<file path="src/rtl/muldiv_pkg.sv">
// rtl/muldiv_pkg.sv - shared op encodings, FSM states and defaults for the mul/div unit
package muldiv_pkg;

  localparam int MD_WIDTH = 32;
  localparam int MD_CNT_W = 6;

  typedef logic [1:0] md_op_t;

  localparam md_op_t MD_MULT  = 2'b00;
  localparam md_op_t MD_MULTU = 2'b01;
  localparam md_op_t MD_DIV   = 2'b10;
  localparam md_op_t MD_DIVU  = 2'b11;

  typedef enum logic [1:0] {
    IDLE = 2'd0,
    RUN  = 2'd1,
    FIX  = 2'd2
  } md_state_e;

  function automatic logic md_is_div(md_op_t op);
    return (op == MD_DIV) || (op == MD_DIVU);
  endfunction

  function automatic logic md_is_signed(md_op_t op);
    return (op == MD_MULT) || (op == MD_DIV);
  endfunction

endpackage

</file>
<file path="src/rtl/muldiv_if.sv">
// rtl/muldiv_if.sv - execute-stage request/response bundle for the mul/div unit
interface muldiv_if import muldiv_pkg::*; #(
  parameter int WIDTH = MD_WIDTH
) ();

  logic             flush;
  logic             Start_EX;
  md_op_t           Op_EX;
  logic [WIDTH-1:0] SrcA_EX;
  logic [WIDTH-1:0] SrcB_EX;
  logic             Rd_EX;
  logic             Mt_EX;
  logic             HiSel_EX;
  logic [WIDTH-1:0] RdData_MD;
  logic             Busy_MD;
  logic             Stall_MD;
  logic             Done_MD;

  modport master (
    output flush, Start_EX, Op_EX, SrcA_EX, SrcB_EX, Rd_EX, Mt_EX, HiSel_EX,
    input  RdData_MD, Busy_MD, Stall_MD, Done_MD
  );

  modport slave (
    input  flush, Start_EX, Op_EX, SrcA_EX, SrcB_EX, Rd_EX, Mt_EX, HiSel_EX,
    output RdData_MD, Busy_MD, Stall_MD, Done_MD
  );

endinterface

</file>
<file path="src/rtl/muldiv_step.sv">
// rtl/muldiv_step.sv - one radix-2 iteration: MSB-first shift-add or restoring divide step
module muldiv_step #(
  parameter int WIDTH = 32
) (
  input  logic               op_div_i,
  input  logic [2*WIDTH-1:0] acc_i,
  input  logic [WIDTH-1:0]   a_i,
  input  logic [WIDTH-1:0]   b_i,
  input  logic               bit_i,
  output logic [2*WIDTH-1:0] acc_o
);

  logic [2*WIDTH-1:0] mul_acc;
  logic [WIDTH:0]     rem_sh;
  logic [WIDTH-1:0]   diff;
  logic               borrow;
  logic [2*WIDTH-1:0] div_acc;

  always_comb begin
    mul_acc = {acc_i[2*WIDTH-2:0], 1'b0} + (bit_i ? {{WIDTH{1'b0}}, a_i} : '0);
    // Remainder lives in the upper half, quotient bits shift into the lower half.
    rem_sh  = {acc_i[2*WIDTH-1:WIDTH], bit_i};
    borrow  = rem_sh < {1'b0, b_i};
    diff    = rem_sh[WIDTH-1:0] - b_i;
    div_acc = {(borrow ? rem_sh[WIDTH-1:0] : diff), acc_i[WIDTH-2:0], ~borrow};
    acc_o   = op_div_i ? div_acc : mul_acc;
  end

endmodule

</file>
<file path="src/rtl/muldiv_unit.sv">
// rtl/muldiv_unit.sv - iterative MULT/DIV unit owning HI/LO; MULDIV_EARLY_EXIT_EN skips zero operands
module muldiv_unit import muldiv_pkg::*; #(
  parameter int WIDTH = MD_WIDTH,
  parameter int CNT_W = MD_CNT_W
) (
  input  logic    clk,
  input  logic    rst_n,
  muldiv_if.slave md
);

  localparam int IDX_W = $clog2(WIDTH);

  md_state_e          state_q, state_d;
  logic [CNT_W-1:0]   cnt_q, cnt_d;
  logic [2*WIDTH-1:0] acc_q, acc_d;
  logic [WIDTH-1:0]   a_q, a_d, b_q, b_d, a_raw_q, a_raw_d;
  logic               sa_q, sa_d, sb_q, sb_d, bz_q, bz_d;
  md_op_t             op_q, op_d;
  logic [WIDTH-1:0]   hi_q, hi_d, lo_q, lo_d;

  logic [IDX_W-1:0]   idx;
  logic               step_bit;
  logic [2*WIDTH-1:0] step_acc;
  logic [2*WIDTH-1:0] prod;
  logic [WIDTH-1:0]   fix_hi, fix_lo;
  logic               in_signed;

  assign idx      = cnt_q[IDX_W-1:0];
  assign step_bit = md_is_div(op_q) ? a_q[idx] : b_q[idx];

  muldiv_step #(.WIDTH(WIDTH)) u_step (
    .op_div_i (md_is_div(op_q)),
    .acc_i    (acc_q),
    .a_i      (a_q),
    .b_i      (b_q),
    .bit_i    (step_bit),
    .acc_o    (step_acc)
  );

  // Sign fixup: the datapath only ever sees magnitudes.
  always_comb begin
    prod = (sa_q ^ sb_q) ? -acc_q : acc_q;
    if (md_is_div(op_q)) begin
      if (bz_q) begin
        fix_hi = a_raw_q;
        fix_lo = '1;
      end else begin
        fix_hi = sa_q ? -acc_q[2*WIDTH-1:WIDTH] : acc_q[2*WIDTH-1:WIDTH];
        fix_lo = (sa_q ^ sb_q) ? -acc_q[WIDTH-1:0] : acc_q[WIDTH-1:0];
      end
    end else begin
      fix_hi = prod[2*WIDTH-1:WIDTH];
      fix_lo = prod[WIDTH-1:0];
    end
  end

  assign in_signed = md_is_signed(md.Op_EX);

  always_comb begin
    state_d = state_q;
    cnt_d   = cnt_q;
    acc_d   = acc_q;
    a_d     = a_q;
    b_d     = b_q;
    a_raw_d = a_raw_q;
    sa_d    = sa_q;
    sb_d    = sb_q;
    bz_d    = bz_q;
    op_d    = op_q;
    hi_d    = hi_q;
    lo_d    = lo_q;
    if (md.flush) begin
      state_d = IDLE;
    end else begin
      case (state_q)
        IDLE: begin
          if (md.Start_EX) begin
            sa_d    = in_signed & md.SrcA_EX[WIDTH-1];
            sb_d    = in_signed & md.SrcB_EX[WIDTH-1];
            a_d     = (in_signed & md.SrcA_EX[WIDTH-1]) ? -md.SrcA_EX : md.SrcA_EX;
            b_d     = (in_signed & md.SrcB_EX[WIDTH-1]) ? -md.SrcB_EX : md.SrcB_EX;
            a_raw_d = md.SrcA_EX;
            bz_d    = (md.SrcB_EX == '0);
            op_d    = md.Op_EX;
            cnt_d   = CNT_W'(WIDTH - 1);
            acc_d   = '0;
`ifdef MULDIV_EARLY_EXIT_EN
            state_d = ((md.SrcA_EX == '0) || (md.SrcB_EX == '0)) ? FIX : RUN;
`else
            state_d = RUN;
`endif
          end else if (md.Mt_EX) begin
            if (md.HiSel_EX) hi_d = md.SrcA_EX;
            else             lo_d = md.SrcA_EX;
          end
        end
        RUN: begin
          acc_d = step_acc;
          cnt_d = cnt_q - CNT_W'(1);
          if (cnt_q == '0) state_d = FIX;
        end
        FIX: begin
          hi_d    = fix_hi;
          lo_d    = fix_lo;
          state_d = IDLE;
        end
        default: state_d = IDLE;
      endcase
    end
  end

  always_ff @(posedge clk or negedge rst_n) begin
    if (!rst_n) begin
      state_q <= IDLE;
      cnt_q   <= '0;
      acc_q   <= '0;
      a_q     <= '0;
      b_q     <= '0;
      a_raw_q <= '0;
      sa_q    <= 1'b0;
      sb_q    <= 1'b0;
      bz_q    <= 1'b0;
      op_q    <= MD_MULT;
      hi_q    <= '0;
      lo_q    <= '0;
    end else begin
      state_q <= state_d;
      cnt_q   <= cnt_d;
      acc_q   <= acc_d;
      a_q     <= a_d;
      b_q     <= b_d;
      a_raw_q <= a_raw_d;
      sa_q    <= sa_d;
      sb_q    <= sb_d;
      bz_q    <= bz_d;
      op_q    <= op_d;
      hi_q    <= hi_d;
      lo_q    <= lo_d;
    end
  end

  assign md.RdData_MD = md.HiSel_EX ? hi_q : lo_q;
  assign md.Busy_MD   = (state_q != IDLE);
  assign md.Stall_MD  = md.Busy_MD & (md.Start_EX | md.Rd_EX | md.Mt_EX);
  assign md.Done_MD   = (state_q == FIX) & ~md.flush;

endmodule

</file>
<file path="src/flat_wrapper.sv">
// flat-port wrapper written by rule: the top's interface ports become plain ports
module muldiv_unit_flat import muldiv_pkg::*;
#(
  parameter int WIDTH = MD_WIDTH,
  parameter int CNT_W = MD_CNT_W
)
  (clk, rst_n, md_flush, md_Start_EX, md_Op_EX, md_SrcA_EX, md_SrcB_EX, md_Rd_EX, md_Mt_EX, md_HiSel_EX, md_RdData_MD, md_Busy_MD, md_Stall_MD, md_Done_MD);
  muldiv_if #(.WIDTH(WIDTH)) md_i ();
  input  logic clk;
  input  logic rst_n;
  input wire logic [$bits(md_i.flush)-1:0] md_flush;
  input wire logic [$bits(md_i.Start_EX)-1:0] md_Start_EX;
  input wire logic [$bits(md_i.Op_EX)-1:0] md_Op_EX;
  input wire logic [$bits(md_i.SrcA_EX)-1:0] md_SrcA_EX;
  input wire logic [$bits(md_i.SrcB_EX)-1:0] md_SrcB_EX;
  input wire logic [$bits(md_i.Rd_EX)-1:0] md_Rd_EX;
  input wire logic [$bits(md_i.Mt_EX)-1:0] md_Mt_EX;
  input wire logic [$bits(md_i.HiSel_EX)-1:0] md_HiSel_EX;
  output wire logic [$bits(md_i.RdData_MD)-1:0] md_RdData_MD;
  output wire logic [$bits(md_i.Busy_MD)-1:0] md_Busy_MD;
  output wire logic [$bits(md_i.Stall_MD)-1:0] md_Stall_MD;
  output wire logic [$bits(md_i.Done_MD)-1:0] md_Done_MD;
  assign md_i.flush = md_flush;
  assign md_i.Start_EX = md_Start_EX;
  assign md_i.Op_EX = md_Op_EX;
  assign md_i.SrcA_EX = md_SrcA_EX;
  assign md_i.SrcB_EX = md_SrcB_EX;
  assign md_i.Rd_EX = md_Rd_EX;
  assign md_i.Mt_EX = md_Mt_EX;
  assign md_i.HiSel_EX = md_HiSel_EX;
  assign md_RdData_MD = md_i.RdData_MD;
  assign md_Busy_MD = md_i.Busy_MD;
  assign md_Stall_MD = md_i.Stall_MD;
  assign md_Done_MD = md_i.Done_MD;
  muldiv_unit #(.WIDTH(WIDTH), .CNT_W(CNT_W)) u_core (.clk(clk), .rst_n(rst_n), .md(md_i));
endmodule
</file>
<file path="config.mk">
export PLATFORM = sky130hd
export DESIGN_NAME = muldiv_unit_flat
export DESIGN_NICKNAME = d
export VERILOG_FILES = /design/src/rtl/muldiv_pkg.sv /design/src/rtl/muldiv_if.sv /design/src/rtl/muldiv_step.sv /design/src/rtl/muldiv_unit.sv /design/src/flat_wrapper.sv
export SDC_FILE = /design/constraint.sdc
export NUM_CORES = 1
export LEC_CHECK = 0
export CORE_MARGIN = 3
export CORE_UTILIZATION = 40
export CTS_BUF_LIST = sky130_fd_sc_hd__clkbuf_8
export DETAILED_ROUTE_END_ITERATION = 12
export HOLD_SLACK_MARGIN = 0.08
export PLACE_DENSITY_LB_ADDON = 0.1
export SLEW_MARGIN = 5
export SYNTH_ARGS = -nofsm -noshare
export SYNTH_HDL_FRONTEND = slang
export SYNTH_SLANG_ARGS = --single-unit
</file>
<file path="constraint.sdc">
create_clock -name clk -period 6.7 [get_ports clk]
set_input_delay 1.34 -clock clk [delete_from_list [all_inputs] [get_ports clk]]
set_output_delay 1.34 -clock clk [all_outputs]
set_load 0.05 [all_outputs]
</file>
### Word-level counts from Yosys, hierarchy flattened

Index checks and enable logic that the tools add are counted.

* register bits: 237
* bits of input ports: 73
* output and inout bits: 35
* word-level logic and storage cells: 91

* add/sub/neg operators: 8
* $lt $le $gt $ge: 2
* equal/unequal tests: 12
* multiplexer cells: 34
* bitwise logic cells: 9
* reduce and logical (&&, ||, !) cells: 14

Operators by type and width (number)
* $mux W32: 17
* $mux W64: 3
* $neg A32 Y32: 4
* $pmux W32 S2: 2
* $pmux W64 S2: 1
* $add A64 B64 Y64: 1
* $neg A64 Y64: 1
* $lt A33 B32 Y1: 1
* $logic_not A32 Y1: 1
* $sub A32 B32 Y32: 1
* $pmux W6 S2: 1
* $bmux W1 S5: 2
* $ne A2 B2 Y1 const B: 5
* $reduce_and A5 Y1: 2
* $eq A2 B2 Y1 const B: 4
* $logic_not A6 Y1: 1
* $lt A5 B6 Y1 const B: 1
* $mux W2: 3
* $mux W6: 1
* $reduce_and A3 Y1: 2
* $reduce_bool A2 Y1: 3
* $sub A6 B1 Y6 const B: 1
* $and A1 B1 Y1: 4
* $logic_not A2 Y1: 2
* 10 further kinds: 15

### Depth between registers and ports, before layout

Gate-level depths: netlist of the first run.

* word-level depth: 7
* depth in mapped cells: 21
* depth with buffers taken out: 17

### Hierarchy

Synthesis of the first run repeated with hierarchy kept, for this count alone.

* cells, all modules: 2584
* area, all modules: 19772.7 um^2

By module, submodules not included
* muldiv_unit: instances 1, cells an instance 1747, area each 14466.4 um^2, seq. area each 5880.6 um^2
* muldiv_step: instances 1, cells an instance 837, area each 5306.3 um^2, seq. area each 0.0 um^2

### Least setup slack after synthesis of the first run

OpenSTA, ideal clock, no wires.

* path kind: reg2reg
* from: register u_core.cnt_q[0]
* to: register u_core.acc_q[39]
* library setup time: 0.136 ns
* data arrival time: 5.360 ns
* required time: 6.564 ns
* slack: 1.204 ns
* cell stages (with the launch flop): 18
* path buffers: 3
* period minus slack after synthesis: 5.496 ns
* cell sequence: dfrtp_1 > clkbuf_1 > mux4_2 > mux4_2 > mux2_2 > o21ai_1 > clkbuf_1 > nor2_1 > ha_1 > o21ai_0 > a2111oi_0 > a21oi_1 > o311a_1 > o21ai_1 > clkbuf_1 > a31oi_1 > a221oi_1 > o21ai_0

* cells in the longest elaborated chain, start to end: 7
* elaborated cells on any way between the ends: 12
* classes of those cells: 2 x add/sub; 1 x order compare; 9 x mux

RTL lines
* start, declared: line muldiv_unit.sv:14 `logic [CNT_W-1:0] cnt_q, cnt_d;`
* start signal, assigned: line muldiv_unit.sv:128 `cnt_q <= cnt_d;`
* $bmux W1 S5: line muldiv_unit.sv:29 `assign step_bit = md_is_div(op_q) ? a_q[idx] : b_q[idx];`
* $mux W1 (not written as such): line muldiv_unit.sv:29
* $mux W1 *: line muldiv_unit.sv:29
* $mux W32 (tied with other cells): line muldiv_step.sv:20 `mul_acc = {acc_i[2*WIDTH-2:0], 1'b0} + (bit_i ? {{WIDTH{1'b0}}, a_i} : '0);`
* $add A64 B64 Y64 or $mux W32 (tied branches): line muldiv_step.sv:20, muldiv_step.sv:25
* $mux W64 *: line muldiv_step.sv:26 `acc_o = op_div_i ? div_acc : mul_acc;`
* $pmux W64 S2 *: line muldiv_unit.sv:75 `case (state_q)`
* end signal, assigned: line muldiv_unit.sv:116 `acc_q <= '0;`
* end signal, assigned: line muldiv_unit.sv:129 `acc_q <= acc_d;`
* end, declared: line muldiv_unit.sv:15 `logic [2*WIDTH-1:0] acc_q, acc_d;`

Every way passes the cells marked *; elsewhere a longest branch is shown, timed or not. The select of a mux whose other input is x is not followed.
A chain may end at the register's enable or synchronous reset.

### Worst setup path in the final report of the first run

* from: register u_core.cnt_q[0]
* to: register u_core.acc_q[59]

The elaborated chain is that of the path after synthesis.

==> metrics.yaml, run 1 <==
cts_sinks: 235
pre_cts_slack_ns: 0.685
ys_types: 73
finalSetupViolCount: 0
critPathRequiredTime_ns: 7.21
worstPathMaxFanout: 31
postLayoutSetupSlackWorst_ns: 0.720
avgViaCountPerCell: 6.01
cts_made_buffers: 48
multi_input_area_um2: 12000
ys_seq_area_share_pct: 31.3
cap_violations: 0
synth_top_area_share_pct: 31.3
synth_area_leader_cell: "dfrtp_1"
wl_per_cell_um: 24.4
overflow: 0
synth_edf_count: 0
antenna_found_initial: 0
slowest_stage: "dfrtp_1"
reg2reg_slack_ns: 0.72
hold_buffers: 0
fmax_mhz: 167
die_w_um: 223
min_path_type: "register to register"
cellPowerDensity_nw_per_um2: 317
fp.dieArea_um2: 49600
cp_slowest_stage_delay_ns: 0.70
avgSynthCellArea_um2: 8.03
clock_skew_ns: 0.0332
ys_top_cells_by_count: "353 x nand2_1, 262 x o21ai_0, 235 x dfrtp_1, 147 x nor2_1, 146 x clkbuf_1"
clk_latency_ns: 0.65
peakVddDrop_mv: 0.154
start_util_pct: 41.0
drt_drc_violations_left: 0
num_io_pins: 108
routed_wirelength_um: 73300
crit_path_start: "u_core.cnt_q[0]"
ys_top_cells_by_area: "dfrtp_1 31%, nand2_1 7.1%, o21ai_0 7.0%, xor2_1 5.7%, xnor2_1 5.2%"
fin_crit_sh_pct: 89.3
place_inst: 2916
nNetsFinal: 2511
slew_viol_final: 0
gp_congestion: 0.947
grt_pass1_vias: 17230
grt_pass1_wl_um: 111000
critical_path_arrival_ns: 6.49
syn_nets: 2486
slew_headroom_pct: 28.8
core.rowCount: 78
fillCellCount: 4598
cpMostUsedCell: "buf_4"
tns_ns: 0
hold_viol_final: 0
worstPathCellList: "buf_4 -> mux4_2 -> mux4_2 -> mux2i_1 -> nand2_1 -> o21ai_2 -> buf_4 -> nor2_1 -> ha_1 -> o21ai_0 -> a2111oi_0 -> a21oi_1 -> o311a_1 -> o21ai_1 -> buf_4 -> nor4b_1 -> xnor2_1 -> o221ai_1"
clockBufferDepth: 3
synth_area_um2: 18800
synth_ff_type: "dfrtp_1"
yosys_warnings: 0
clockRootBuffer: "clkbuf_8"
clk_pin_slew_ns: 0.06
endpoint_kind: "register"
cts_resized: 0
crit_path_start_kind: "register"
r2r-end: "u_core.acc_q[59]"
drtIter0Drc: 1761
r2r_start: "u_core.cnt_q[0]"
period_needed_ns: 5.98
post-dp-hpwl_um: 53600
critical_path_class: "register to register"
crit_family: "compound AO/OA/AOI/OAI gates"
htree_levels: 2
grt_use_total_pct: 28.9
crit_end: "u_core.acc_q[59]"
vias: 18032
core_um2: 45900
syn_inst: 2341
drive_above_1_share_pct: 8.72
tightest_slew_ns: 1.06
seq_area_um2: 5880
synth_most_common_cell: "nand2_1"
first_pass_iters: 5
port_buffers: 107
async_reset_ff_share_pct: 100
post_cts_buffers: 0
reg2reg_depth: 18
yosys_register_bits: 235
rsz0062_at_grt: "false"
outcome: "completed"
syn2layout_area_growth_pct: 13.1
layout.cells.non_filler: 3000
grt_max_degree: 95
cts_tree: "built"
p_leak_nw: 9.43
cp_num_buf_inv: 3
ant_nets: 0
die_h_um: 223
worst-path-stages: 18
[sequential cells by signal, summed over array words and instances, names as in the netlist]
signal / flops
u_core.acc_q: 64
u_core.a_raw_q: 32
u_core.b_q: 32
u_core.hi_q: 32
u_core.lo_q: 32
u_core.a_q: 31
u_core.cnt_q: 6
u_core.state_q: 2
u_core.bz_q: 1
u_core.op_q: 1
u_core.sa_q: 1
u_core.sb_q: 1
[per-layer routing]
layer / part of all wire (%) / global-route usage [%]
met5: 0 / 0
met2: 44 / 44.6
met3: 7.4 / 5.17
met1: 45 / 40.7
met4: 3.9 / 10.3
[power breakdown]
group / internal (mW) / total (mW) / switching (mW)
logic: 1.15 / 3.13 / 1.98
clock network: 0.797 / 1.52 / 0.723
registers: 1.70 / 2.09 / 0.389
[through the flow]
| step | total power [mW] | hold WS (ns) | util, % | instance area (um^2) |
|---|---|---|---|---|
| 3_5_place_dp | 5.19 | 0.464 | 44.3 | 20300 |
| 5_1_grt | 7.13 | 0.498 | 46.3 | 21200 |
| 2_1_floorplan | 4.07 | 0.437 | - | 18800 |
| 6_report | 6.73 | 0.476 | 46.3 | 21200 |
| 4_1_cts | 6.74 | 0.478 | 46.3 | 21200 |
| 3_3_place_gp | 5.16 | 0.457 | 44.3 | 20300 |
[cell families after synthesis]
| logic type | share of synthesized area [%] |
|---|---|
| compound gates | 22.0 |
| fa+ha+maj | 4.87 |
| xor+xnor | 10.9 |
| flops | 31.3 |
| buf+inv | 5.44 |
| simple gates | 18.7 |
| mux | 6.81 |
[area by class of cell]
type | count | area share [%]
clock buffers | 56 | 3.63
flip-flops and latches | 235 | 27.7
repair buffers | 143 | 6.36
well taps | 600 | 3.53
inverters | 97 | 1.71
clock inverters | 26 | 0.701
multi-input cells | 1841 | 56.4
diodes | 2 | 0.0236
[tightest hold or removal path, cell delays in order (launching register included)]
cell and delay (ns):
dfrtp_1 0.34, nand2_1 0.05, o21ai_0 0.06
[how the worst min path moves through the flow]
stage	from	end	slack, ns	cells past startpoint
after detailed placement	u_core.a_raw_q[9]	u_core.a_raw_q[9]	0.46	2
after floorplan	u_core.a_raw_q[24]	u_core.a_raw_q[24]	0.44	2
final	u_core.lo_q[11]	u_core.lo_q[11]	0.48	2
after global placement	u_core.lo_q[10]	u_core.lo_q[10]	0.46	2
after global routing	u_core.lo_q[22]	u_core.lo_q[22]	0.50	2
after CTS	u_core.a_raw_q[24]	u_core.a_raw_q[24]	0.48	2
[cell usage in the layout, fill, tap and decap left out, drive strengths merged, types with 26 or more instances in the layout]
master         count
buf               39
clkdlybuf4s50    104
o21ai            271
o22ai             34
inv              114
nor3              39
xor2             122
a21o              32
nand3             56
and3              26
mux2i             31
o31ai             37
ha                70
clkbuf            56
nand2            353
a21oi            122
mux2              46
xnor2            111
dfrtp            235
nor2             147
No activity file was read; power rests on OpenSTA's default activity.
==> inputs of run 2 (changes only) <==
CAP_MARGIN = 20   (was unset)
==> run 2 against run 1 <==
Effect of this change:
- power increased by 1.1%
- clock power up 5%
- fmax decreased by 1.8%
- non-clock buffer count rose by 1
- sequential power about the same
- worst hold slack worse by 0.0026 ns
- combinational power about the same
- final area is 0.25% higher
- global-route usage barely moved
- wire length up 0.43%
- critical path type unchanged
- critical endpoint unchanged
==> metrics.yaml, run 2 (synthesis results as in run 1) <==
outcome: "completed"
grt_pass1_wl_um: 111000  # +0.29%
die_h_um: 223  # unchanged
stdcell_area_um2: 21300  # +0.25%
antenna-diode-count: 0  # -2
clockBufferDepth: 3  # unchanged
pwr-share-comb_pct: 46.0  # -0.4 points
critPathRequiredTime_ns: 7.21  # about the same
core.rowCount: 78  # unchanged
wl_per_cell_um: 24.6  # +0.56%
busiest_layer: "met2"
cpMostUsedCell: "buf_4"
drive_above_1_share_pct: 8.89  # +0.17 points
first_pass_iters: 8  # +3
avgViaCountPerCell: 6.04  # +0.48%
power.share.clock_pct: 23.3  # +0.7 points
die_w_um: 223  # unchanged
slowest_stage: "dfrtp_1"
routed_wirelength_um: 73600  # +0.43%
crit_path_start_kind: "register"
grt_pass1_vias: 17098  # -0.77%
antenna_found_initial: 0  # unchanged
layout_common_cells: "353 x nand2_1, 262 x o21ai_0, 233 x dfrtp_1"
mostFrequentLayoutCell: "nand2_1"
hold_depth: 2  # unchanged
r2r_start: "u_core.cnt_q[0]"
use_met3_pct: 4.74  # -0.42 points
worstPathMaxFanout: 31  # unchanged
cts_resized: 0  # unchanged
overflow: 0  # unchanged
worstPathCellList: "buf_4 -> mux4_2 -> mux4_2 -> mux2i_1 -> nand2_1 -> o21ai_2 -> buf_4 -> nor2_1 -> ha_1 -> o21ai_0 -> a2111oi_0 -> a21oi_1 -> o311a_1 -> o21ai_1 -> buf_4 -> nor4b_1 -> xnor2_1 -> o221ai_1"
post-dp-hpwl_um: 53700  # +0.15%
num_io_pins: 108  # unchanged
clk_latency_ns: 0.65  # about the same
cp_slowest_stage_delay_ns: 0.73  # +0.03 ns
tightest_slew_ns: 1.07  # +0.00909 ns
syn2layout_area_growth_pct: 13.4
slew_headroom_pct: 28.8  # about the same
period_needed_ns: 6.09  # +0.108 ns
endpoint_kind: "register"
hold_viol_final: 0  # unchanged
finalSetupViolCount: 0  # unchanged
clockRootBuffer: "clkbuf_8"
grtUsageMet2_pct: 44.9  # +0.31 points
met1_usage_pct: 41.0  # +0.28 points
layout.cells.non_filler: 2996  # -0.13%
power_frac_seq_pct: 30.6  # -0.4 points
grt_max_degree: 95  # unchanged
reg2reg_slack_ns: 0.61  # -0.11 ns
drt_drc_violations_left: 0  # unchanged
post_cts_buffers: 0  # unchanged
largest_reg_flops: 64  # unchanged
core_um2: 45900  # unchanged
cts_made_buffers: 46  # -4.2%
drtIter0Drc: 1739  # -1.2%
hold_ws_ns: 0.473  # -0.00263 ns
fp.dieArea_um2: 49600  # unchanged
internal_power_mw: 3.72  # +2.0%
place_inst: 2917  # +0.034%
cts_tree: "built"
utilization_pct: 46.4  # +0.12 points
hold_buffers: 0  # unchanged
reg2reg_depth: 18  # unchanged
cap_violations: 0  # unchanged
port_buffers: 107  # unchanged
fmax_mhz: 164  # -1.8%
min_path_type: "register to register"
critical_path_arrival_ns: 6.60  # +0.11 ns
nNetsFinal: 2510  # -0.040%
peakVddDrop_mv: 0.169  # +9.7%
cts_sinks: 235  # unchanged
clk_pin_slew_ns: 0.06  # about the same
clock_skew_ns: 0.0326  # -0.000628 ns
gp_congestion: 0.947  # unchanged
fin_crit_sh_pct: 90.9  # +1.6 points
p_leak_nw: 9.43  # about the same
regMostFlops: "u_core.acc_q"
cellPowerDensity_nw_per_um2: 320  # +0.88%
tns_ns: 0  # unchanged
critical_path_class: "register to register"
switching_share_pct: 45.4  # -0.49 points
fillCellCount: 4599  # +0.022%
grt_use_total_pct: 28.9  # +0.031 points
crit_path_start: "u_core.cnt_q[0]"
r2r-end: "u_core.acc_q[59]"
slew_viol_final: 0  # unchanged
start_util_pct: 41.0  # unchanged
htree_levels: 2  # unchanged
ant_nets: 0  # unchanged
rsz0062_at_grt: "false"
switchingPower_mw: 3.09  # about the same
vias: 18095  # +0.35%
crit_end: "u_core.acc_q[59]"
postPlaceCellArea_um2: 20300  # about the same
## run 2: worst min path at each step
stage / from / endpoint / slack, ns
floorplan: u_core.a_raw_q[24] / u_core.a_raw_q[24] / 0.44
global placement: u_core.lo_q[10] / u_core.lo_q[10] / 0.46
detailed placement: u_core.a_raw_q[24] / u_core.a_raw_q[24] / 0.46
CTS: u_core.a_raw_q[24] / u_core.a_raw_q[24] / 0.48
global route: u_core.lo_q[11] / u_core.lo_q[11] / 0.50
finish: u_core.a_raw_q[24] / u_core.a_raw_q[24] / 0.47
## run 2: critical path, delay by kind of cell, from the launching register on
kind                       cells  cell delay, ns
buffers and inverters          3            1.04
muxes                          3            1.17
adders and majority gates      1            0.39
AOI/OAI and AO/OA              7            1.91
DFF                            1            0.73
xor gates and xnor gates       1            0.16
and+or+nand+nor                3            0.52
## run 2: cell type report
class | instances | area (um^2) | area share, %
multi-input combinational | 1841 | 12000 | 56.2
clock buffer | 63 | 867 | 4.07
inverter | 97 | 364 | 1.71
tap | 600 | 751 | 3.52
clock inverter | 16 | 106 | 0.499
timing repair buffer | 144 | 1360 | 6.38
sequential | 235 | 5880 | 27.6
## run 2: metrics by stage
step | setup WS (ns) | power, mW
floorplan | 1.20 | 4.07
global placement | 0.917 | 5.16
detailed placement | 0.720 | 5.19
CTS | 0.705 | 6.80
global route | 0.296 | 7.18
finish | 0.612 | 6.81
## run 2: power by group through the flow
stage / combinational (mW) / clock (mW) / sequential (mW)
final: 3.13 / 1.59 / 2.09
after global routing: 3.40 / 1.67 / 2.11
after CTS: 3.10 / 1.62 / 2.08
after detailed placement: 3.09 / 0 / 2.10
after global placement: 3.06 / 0 / 2.10
after floorplan: 2.18 / 0 / 1.89
## run 2: routing by layer
metal,up-vias,share of wire (%)
met2,698,45
met5,-,0
li1,8386,-
met1,8897,45
met3,114,7.0
met4,0,3.4
